<file path="src/rtl/lsu_membuf.sv">
// ---------------------------------------------------------------------------
// lsu_membuf
// Load/store unit that sits between the core's memory stage and the data
// memory port. Stores are posted into a small FIFO write buffer and drained
// in the background; loads wait for the buffer to empty (strict store-to-load
// ordering, no forwarding), then issue one read and return an extended result.
//
// Parameters:
//   N      datapath/address width (32 or 64)
//   DEPTH  store buffer entries (power of two, >= 2)
//
// Ports:
//   clk, reset        rising-edge clock, asynchronous active-low reset
//   req_*             memory-stage request (valid, we, size, unsigned, addr, wdata)
//   stall             hold memory stage and earlier stages
//   load_valid/data   one-cycle load completion pulse and extended result
//   mem_*             ready/valid memory port (addr, wdata, mask, we, rdata, rvalid)
//   misalign          misaligned-access pulse
//
// Optional feature macro: LSU_MISALIGN_TRAP_EN
//   defined   : misaligned accesses pulse misalign and are dropped
//   undefined : low address bits are forced to the size alignment, misalign = 0
// ---------------------------------------------------------------------------
module lsu_membuf #(
    parameter int N     = 64,
    parameter int DEPTH = 4
) (
    input  logic           clk,
    input  logic           reset,
    input  logic           req_valid,
    input  logic           req_we,
    input  logic [1:0]     req_size,
    input  logic           req_unsigned,
    input  logic [N-1:0]   req_addr,
    input  logic [N-1:0]   req_wdata,
    output logic           stall,
    output logic           load_valid,
    output logic [N-1:0]   load_data,
    output logic           mem_valid,
    input  logic           mem_ready,
    output logic           mem_we,
    output logic [N-1:0]   mem_addr,
    output logic [N-1:0]   mem_wdata,
    output logic [N/8-1:0] mem_mask,
    input  logic           mem_rvalid,
    input  logic [N-1:0]   mem_rdata,
    output logic           misalign
);

    localparam int NB = N / 8;
    localparam int OW = $clog2(NB);
    localparam int PW = $clog2(DEPTH);

    typedef enum logic [2:0] {IDLE, DRAIN, LREQ, LWAIT, LDONE} state_t;

    state_t         state;

    logic [N-1:0]   buf_addr  [DEPTH];
    logic [N-1:0]   buf_wdata [DEPTH];
    logic [NB-1:0]  buf_mask  [DEPTH];
    logic [PW-1:0]  head;
    logic [PW-1:0]  tail;
    logic [PW:0]    count;
    logic           full;
    logic           empty;

    logic [1:0]     size_eff;
    logic [N-1:0]   lowmask;
    logic [N-1:0]   addr_al;
    logic [OW-1:0]  offset;
    logic [NB-1:0]  mask_base;
    logic [NB-1:0]  req_mask;
    logic [N-1:0]   req_lanes;
    logic [N-1:0]   req_wmasked;

    logic           new_req;
    logic           drop;
    logic           st_req;
    logic           ld_req;
    logic           push;
    logic           pop;
    logic           drain_act;

    logic [N-1:0]   load_addr;
    logic [OW-1:0]  load_off;
    logic [1:0]     load_size;
    logic           load_uns;
    logic [N-1:0]   rshift;
    logic [N-1:0]   ext;

    // Decode the request: effective size (dword folds to word on a 32-bit
    // datapath), size-aligned address, lane offset, byte mask and the write
    // data replicated across every lane and then masked down to the target bytes.
    always_comb begin
        size_eff = (N == 32 && req_size == 2'd3) ? 2'd2 : req_size;
        case (size_eff)
            2'd0:    begin lowmask = '0;     mask_base = NB'(8'h01); end
            2'd1:    begin lowmask = N'(1);  mask_base = NB'(8'h03); end
            2'd2:    begin lowmask = N'(3);  mask_base = NB'(8'h0F); end
            default: begin lowmask = N'(7);  mask_base = NB'(8'hFF); end
        endcase
        addr_al  = req_addr & ~lowmask;
        offset   = addr_al[OW-1:0];
        req_mask = mask_base << offset;
        case (size_eff)
            2'd0:    req_lanes = {NB{req_wdata[7:0]}};
            2'd1:    req_lanes = {(N/16){req_wdata[15:0]}};
            2'd2:    req_lanes = {(N/32){req_wdata[31:0]}};
            default: req_lanes = req_wdata;
        endcase
        for (int b = 0; b < NB; b++) begin
            req_wmasked[8*b +: 8] = req_mask[b] ? req_lanes[8*b +: 8] : 8'h00;
        end
    end

    // Misaligned accesses are either trapped and dropped, or simply proceed
    // with the already size-aligned address computed above.
`ifdef LSU_MISALIGN_TRAP_EN
    logic mis;
    assign mis  = |(req_addr & lowmask);
    assign drop = new_req & mis;
`else
    assign drop = 1'b0;
`endif
    assign misalign = drop;

    // Requests are only examined in IDLE; while the load FSM is busy the
    // pipeline is stalled and the presented request is the load in flight.
    // A full buffer blocks the store even if the head pops this same cycle.
    assign full      = (count == (PW+1)'(DEPTH));
    assign empty     = (count == '0);
    assign new_req   = req_valid & (state == IDLE);
    assign st_req    = new_req & req_we & ~drop;
    assign ld_req    = new_req & ~req_we & ~drop;
    assign push      = st_req & ~full;
    assign drain_act = ((state == IDLE) || (state == DRAIN)) && !empty;
    assign pop       = drain_act & mem_ready;

    assign stall = (st_req & full) | ld_req |
                   (state == DRAIN) | (state == LREQ) | (state == LWAIT);

    // The memory port shows the buffer head while draining, the load word
    // address in LREQ, and zeros otherwise. Everything is derived from
    // registers, so the request stays stable until mem_ready.
    assign mem_valid = drain_act | (state == LREQ);
    assign mem_we    = drain_act;
    assign mem_addr  = drain_act ? buf_addr[head] :
                       (state == LREQ) ? load_addr : '0;
    assign mem_mask  = drain_act ? buf_mask[head] :
                       (state == LREQ) ? '1 : '0;
    assign mem_wdata = drain_act ? buf_wdata[head] : '0;

    // Buffer payload storage; needs no reset because head/tail/count decide
    // which entries are live.
    always_ff @(posedge clk) begin
        if (push) begin
            buf_addr[tail]  <= {addr_al[N-1:OW], {OW{1'b0}}};
            buf_wdata[tail] <= req_wmasked;
            buf_mask[tail]  <= req_mask;
        end
    end

    // FIFO pointers and occupancy count.
    always_ff @(posedge clk or negedge reset) begin
        if (!reset) begin
            head  <= '0;
            tail  <= '0;
            count <= '0;
        end else begin
            if (push) tail <= tail + PW'(1);
            if (pop)  head <= head + PW'(1);
            case ({push, pop})
                2'b10:   count <= count + (PW+1)'(1);
                2'b01:   count <= count - (PW+1)'(1);
                default: count <= count;
            endcase
        end
    end

    // Shift the returned word so the addressed bytes sit at bit 0, then
    // sign- or zero-extend from the access size.
    always_comb begin
        rshift = mem_rdata >> {load_off, 3'b000};
        case (load_size)
            2'd0:    ext = load_uns ? N'(rshift[7:0])  : N'($signed(rshift[7:0]));
            2'd1:    ext = load_uns ? N'(rshift[15:0]) : N'($signed(rshift[15:0]));
            2'd2:    ext = load_uns ? N'(rshift[31:0]) : N'($signed(rshift[31:0]));
            default: ext = rshift;
        endcase
    end

    // Load FSM: capture the load in IDLE, wait out the store buffer, issue
    // the read, wait for data, then pulse load_valid for exactly one cycle
    // (LDONE), during which stall is low so the pipeline moves on.
    always_ff @(posedge clk or negedge reset) begin
        if (!reset) begin
            state      <= IDLE;
            load_valid <= 1'b0;
            load_data  <= '0;
            load_addr  <= '0;
            load_off   <= '0;
            load_size  <= 2'd0;
            load_uns   <= 1'b0;
        end else begin
            load_valid <= 1'b0;
            case (state)
                IDLE: begin
                    if (ld_req) begin
                        load_addr <= {addr_al[N-1:OW], {OW{1'b0}}};
                        load_off  <= offset;
                        load_size <= size_eff;
                        load_uns  <= req_unsigned;
                        state     <= empty ? LREQ : DRAIN;
                    end
                end
                DRAIN: begin
                    if (empty) state <= LREQ;
                end
                LREQ: begin
                    if (mem_ready) state <= LWAIT;
                end
                LWAIT: begin
                    if (mem_rvalid) begin
                        load_data  <= ext;
                        load_valid <= 1'b1;
                        state      <= LDONE;
                    end
                end
                default: begin
                    state <= IDLE;
                end
            endcase
        end
    end

endmodule
</file>
<file path="config.mk">
export PLATFORM = sky130hd
export DESIGN_NAME = lsu_membuf
export DESIGN_NICKNAME = d
export VERILOG_FILES = /design/src/rtl/lsu_membuf.sv
export SDC_FILE = /design/constraint.sdc
export NUM_CORES = 1
export LEC_CHECK = 0
export BUFFER_PORTS_ARGS = -buffer_cell sky130_fd_sc_hd__buf_2
export CORE_UTILIZATION = 45
export DETAILED_ROUTE_END_ITERATION = 8
export PLACE_DENSITY = 0.68
export SLEW_MARGIN = 20
export SYNTH_ARGS = -nofsm -noshare
export SYNTH_HDL_FRONTEND = slang
export SYNTH_SLANG_ARGS = --single-unit
</file>
<file path="constraint.sdc">
create_clock -name clk -period 5.2 [get_ports clk]
set_input_delay 0.52 -clock clk [delete_from_list [all_inputs] [get_ports clk]]
set_output_delay 0.52 -clock clk [all_outputs]
set_load 0.01 [all_outputs]
</file>
# Yosys cells after proc, flatten, opt, wreduce, memory -nomap -nowiden
# Memories as Yosys holds them, arrays and structs flattened.
# Index checks and enable logic that the tools add are counted.
# W data, S select, Z words.
[totals]
latch_bits = 0
wordCells = 90
output_inout_bits = 205
in_bits = 201
register_bits = 142
n_memories = 3
mem_bits_ro = 0
mem_bits_rw = 532
[op_classes]
addsub = 4
div_mod_pow = 0
n_bitwise = 15
n_shift = 2
reduce_logical = 11
multipliers = 0
n_eq_ne = 14
muxes = 31
order_cmp = 0
[mem_list]
columns = ["memory", "words", "width", "rd", "rd_clocked_by_memory_dff", "wr", "line", "text"]
rows = [
  ["buf_wdata", 4, 64, 1, 0, 1, "59", "logic [N-1:0] buf_wdata [DEPTH];"],
  ["buf_addr", 4, 61, 1, 0, 1, "58", "logic [N-1:0] buf_addr [DEPTH];"],
  ["buf_mask", 4, 8, 1, 0, 1, "60", "logic [NB-1:0] buf_mask [DEPTH];"],
]
[ops]
columns = ["op", "n"]
rows = [
  ["$mux W64", 6],
  ["$pmux W64 S3", 2],
  ["$mux W8", 10],
  ["$and A64 B64 Y64", 1],
  ["$not A64 Y64", 1],
  ["$shr A64 B6 Y64", 1],
  ["$pmux W8 S3", 1],
  ["$mux W3", 4],
  ["$pmux W3 S4", 1],
  ["$pmux W3 S3", 1],
  ["$ne A2 B2 Y1 const B", 4],
  ["$shl A8 B3 Y8", 1],
  ["$and A1 B1 Y1", 6],
  ["$eq A2 B1 Y1 const B", 3],
  ["$eq A2 B2 Y1 const B", 3],
  ["$eq A3 B2 Y1 const B", 2],
  ["$logic_not A3 Y1", 2],
  ["$pmux W3 S2", 1],
  ["$or A1 B1 Y1", 5],
  ["$add A2 B1 Y2 const B", 2],
  ["$logic_not A2 Y1", 2],
  ["$mux W1", 4],
  ["$reduce_and A2 Y1", 2],
  ["$reduce_and A4 Y1", 1],
  ["other kinds (10)", 11],
]

# Logic depth before layout (Yosys ltp)
[logic_depth]
depth_word = 8
mapped_depth = 11

# Least setup slack after synthesis
# No wires, ideal clock.
[synth_timing]
path_type = "register to register"
startpoint = "reg state[0]"
endpoint = "mem buf_addr[2][0] in the netlist's numbering (enable)"
period_less_slack_ps = 5001
setup_slack_ps = 199
setup_time_ps = 508
n_path_buf = 1
path_stages_with_launch = 5
arrival_time_ps = 4493
cell_sequence = "dfrtp_1 > clkbuf_1 > or4b_1 > nor2_1 > and2_1"
[synth_via]
elab_chain_len = 6
[synth_rtl]
columns = ["element", "line", "text"]
rows = [
  ["start, declared", "56", "state_t state;"],
  ["start signal, assigned", "213", "state <= empty ? LREQ : DRAIN;"],
  ["$logic_not A3 Y1", "132", "assign new_req = req_valid & (state == IDLE);"],
  ["$and A1 B1 Y1", "132", ""],
  ["$and A1 B1 Y1", "133", "assign st_req = new_req & req_we & ~drop;"],
  ["$and A1 B1 Y1", "135", "assign push = st_req & ~full;"],
  ["$mux W1", "156", "if (push) begin"],
  ["$mux W1 (not written as such)", "157", "buf_addr[tail] <= {addr_al[N-1:OW], {OW{1'b0}}};"],
  ["end, declared", "58", ""],
]
# Every way passes these cells.

# Final worst setup path
[layout_timing]
startpoint = "reg state[2]"
endpoint = "mem buf_addr[2][58] in the netlist's numbering (enable)"
# Same word-level chain as after synthesis.

==> summary.log <==
qor: layout.finalNetCount 2329
qor: route.routed_wl 72.6 mm
qor: global_routing.grt_overflow_total 0
qor: synthesis.post_synth_main_area_contributors sky130_fd_sc_hd__edfxtp_1 (55%), sky130_fd_sc_hd__dfrtp_1 (12%), sky130_fd_sc_hd__mux4_2 (12%)
qor: sta.finalCriticalPeriod 3.32 ns
qor: power.pwr_per_cell_area 563 mW/mm2
qor: global_routing.aggregate_global_route_resource_usage 0.221
qor: cts.numCtsBuffers 71
qor: layout.fin_cells 3032
qor: route.drt.antenna.violating_nets 0
qor: worst_setup_path.regToRegSetupSlack 1.88 ns
qor: synthesis.yosys.area.top_type sky130_fd_sc_hd__edfxtp_1
qor: floorplanning.effective_utilization_at_floorplan 0.458
qor: layout.layout.cell_area.non_filler 0.0343 mm2
qor: cts.cts_root_buffer sky130_fd_sc_hd__clkbuf_16
qor: global_routing.grt_start_max_net_pins 134
qor: cts.cts.reportedPaths.clkPinSlew 0.06 ns
qor: sta.timing.final.hold_violations 0
qor: synthesis.postSynthCellCount 1746
qor: placement.placedCellCount 2892
qor: placement.gpl.final_weighted_congestion 0.921
qor: route.route.vias.total 17492
qor: cts.ctsResizeCount 0
qor: synthesis.synth_async_sr_flop_share 0.211
qor: sta.maxSlewViolCount 0
qor: synthesis.synth_ff_type sky130_fd_sc_hd__edfxtp_1
qor: synthesis.syn-cell-area 0.0290 mm2
qor: sta.final_min_period_over_clock_period 0.638
qor: layout.area_growth 18.3%
qor: floorplanning.top_level_ports 406
qor: cts.tritoncts built
qor: power.total_power 19.3 mW
qor: synthesis.number_of_synthesized_flops_with_an_enable_pin 532
qor: floorplanning.fp-row-count 92
qor: placement.total_of_buffers_placed_on_input_and_output_ports 401
qor: global_routing.grt_pass1_wl 109 mm
qor: route.routedWlPerCell 24.0 um
qor: placement.post_dp_cell_area 0.0318 mm2
qor: cts.cts.sink_count 674
qor: sta.rsz_0062_raised_after_global_routing false
qor: synthesis.flip_flop_and_latch_count_after_synthesis 674
qor: route.drt_drc_violations_left 0
qor: sta.setup_total_negative_slack 0 ns
qor: floorplanning.fp.dieArea 0.0654 mm2
qor: sta.max_slew_margin 0.288
qor: layout.drive_gt1_frac 0.336
qor: floorplanning.chipWidth 256 um
qor: cts.post_cts_buffers 0
qor: synthesis.yosysWarnings 0
qor: power.max-vdd-ir-drop 0.427 mV
qor: sta.hold-worst-slack 0.143 ns
qor: synthesis.synth_sequential_area_ratio 0.674
qor: synthesis.yosys.area.top_type_share 0.551
qor: cts.clock_insertion_delay_worst_skew 0.61 ns
qor: worst_setup_path.critical_path_arrival 3.56 ns
qor: global_routing.antenna_violations_before_repair 9
qor: route.first_pass_iters 5
qor: hold_path.hold_class in2reg
qor: run_status.outcome complete, no violations
qor: cts.clk_path_buf_depth 3
qor: layout.final.fill_count 5124
qor: worst_setup_path.maximum_fanout_count_along_the_critical_path 49
qor: synthesis.synthDistinctLibCells 55
qor: placement.dp.final_hpwl 46.8 mm
qor: sta.fmax 0.301 GHz
qor: synthesis.synth_top_cells_by_count sky130_fd_sc_hd__edfxtp_1 (532), sky130_fd_sc_hd__mux4_2 (157), sky130_fd_sc_hd__dfrtp_1 (142)
qor: synthesis.syn_area_per_cell 16.6 um2
qor: sta.timing_worst_slew_pin_value 1.07 ns
qor: job.max_cap_violations 0
qor: worst_setup_path.cp.required 5.44 ns
qor: sta.finClkSkew 0.0265 ns
qor: worst_setup_path.end_kind flop
qor: floorplanning.chipHeight 256 um
qor: worst_setup_path.start_kind flop
qor: route.drc_marker_count_from_the_first_detailed_route_iteration 1424
qor: sta.setup_viol 0
qor: floorplanning.core-area 0.0633 mm2
qor: worst_setup_path.criticalPathCategory reg2reg
qor: global_routing.first_global_vias 17503
qor: power.leakagePower 12.8 nW
qor: cts.htreeDepth 3
qor: synthesis.synthMostInstantiatedCell sky130_fd_sc_hd__edfxtp_1
qor: route.detail_route.vias_per_cell 5.77
## metrics by stage
step	setup WS (ns)	utilization
final	1.88	0.542
after global routing	1.65	0.542
after CTS	1.83	0.541
after detailed placement	1.79	0.503
after global placement	1.83	0.503
after floorplan	0.199	-
## cell type report
class	count	area, um2	share of cell area
Multi-Input combinational cell	925	8860	0.258
Timing Repair Buffer	430	2350	0.0685
Clock inverter	35	388	0.0113
Tap cell	846	1060	0.0309
Antenna cell	6	15.0	0.000438
Sequential cell	674	19500	0.570
Inverter	20	75.1	0.00219
Clock buffer	96	2010	0.0585
## placed cells by master, fill, tap and decap left out, types with 61 or more instances in the layout
cell type,count
sky130_fd_sc_hd__dfrtp_1,138
sky130_fd_sc_hd__mux2i_1,61
sky130_fd_sc_hd__nand2_1,86
sky130_fd_sc_hd__buf_2,400
sky130_fd_sc_hd__clkbuf_16,76
sky130_fd_sc_hd__edfxtp_1,532
sky130_fd_sc_hd__a22o_1,77
sky130_fd_sc_hd__mux2_1,69
sky130_fd_sc_hd__nor2_1,88
sky130_fd_sc_hd__and2_1,74
sky130_fd_sc_hd__mux4_2,157
## state kept, by name, summed over array words and instances (netlist names)
signal      cells
buf_mask       32
head            2
load_valid      1
load_off        3
buf_addr      244
state           3
load_size       2
load_addr      61
load_data      64
buf_wdata     256
count           3
tail            2
load_uns        1
## cells by family after synthesis
| logic type | Yosys count | share of synthesized area |
|---|---|---|
| compound gates | 269 | 0.0656 |
| xor+xnor | 6 | 0.00181 |
| fa+ha+maj | 6 | 0.00285 |
| buf+inv | 150 | 0.0222 |
| flops | 674 | 0.674 |
| mux | 302 | 0.176 |
| other cells | 1 | 0.000129 |
| simple gates | 338 | 0.0581 |
## worst max-delay path, stage by stage (launching register included)
cell and delay (ns):
sky130_fd_sc_hd__dfrtp_1 0.45, sky130_fd_sc_hd__or4b_1 0.72, sky130_fd_sc_hd__nor2_1 0.46, sky130_fd_sc_hd__and2_4 0.74
sky130_fd_sc_hd__buf_4 0.51
## per-layer routing
metal | up-vias | GRT usage | wire, um
li1 | 7615 | - | -
met3 | 131 | 0.0459 | 5820
met4 | 10 | 0.0709 | 2200
met1 | 8919 | 0.315 | 30600
met2 | 817 | 0.342 | 34000
met5 | - | 0 | 58
## worst paths after layout
| check | start | endpoint | cells past startpoint |
|---|---|---|---|
| min in group asynchronous | reset | load_data[28] | 2 |
| worst max-delay path | state[2] | buf_addr[2][58] | 4 |
| worst max register to register | state[2] | buf_addr[2][58] | 4 |
| max in group asynchronous | reset | head[1] | 3 |
| worst min-delay path | req_addr[48] | buf_addr[0][45] | 1 |
| worst min register to register | load_data[11] | load_data[11] | 2 |
## power by group
part | switching [mW] | internal (mW)
logic | 3.86 | 3.17
clock network | 2.05 | 3.04
registers | 0.511 | 6.69
total | 6.41 | 12.9
## repair_timing
action | in CTS | in global routing
setup endpoints to repair | 0 | 0
hold buffers | 1 | 0
hold endpoints to repair | 49 | 0
Note: power is estimated with default switching activity, not from simulation.
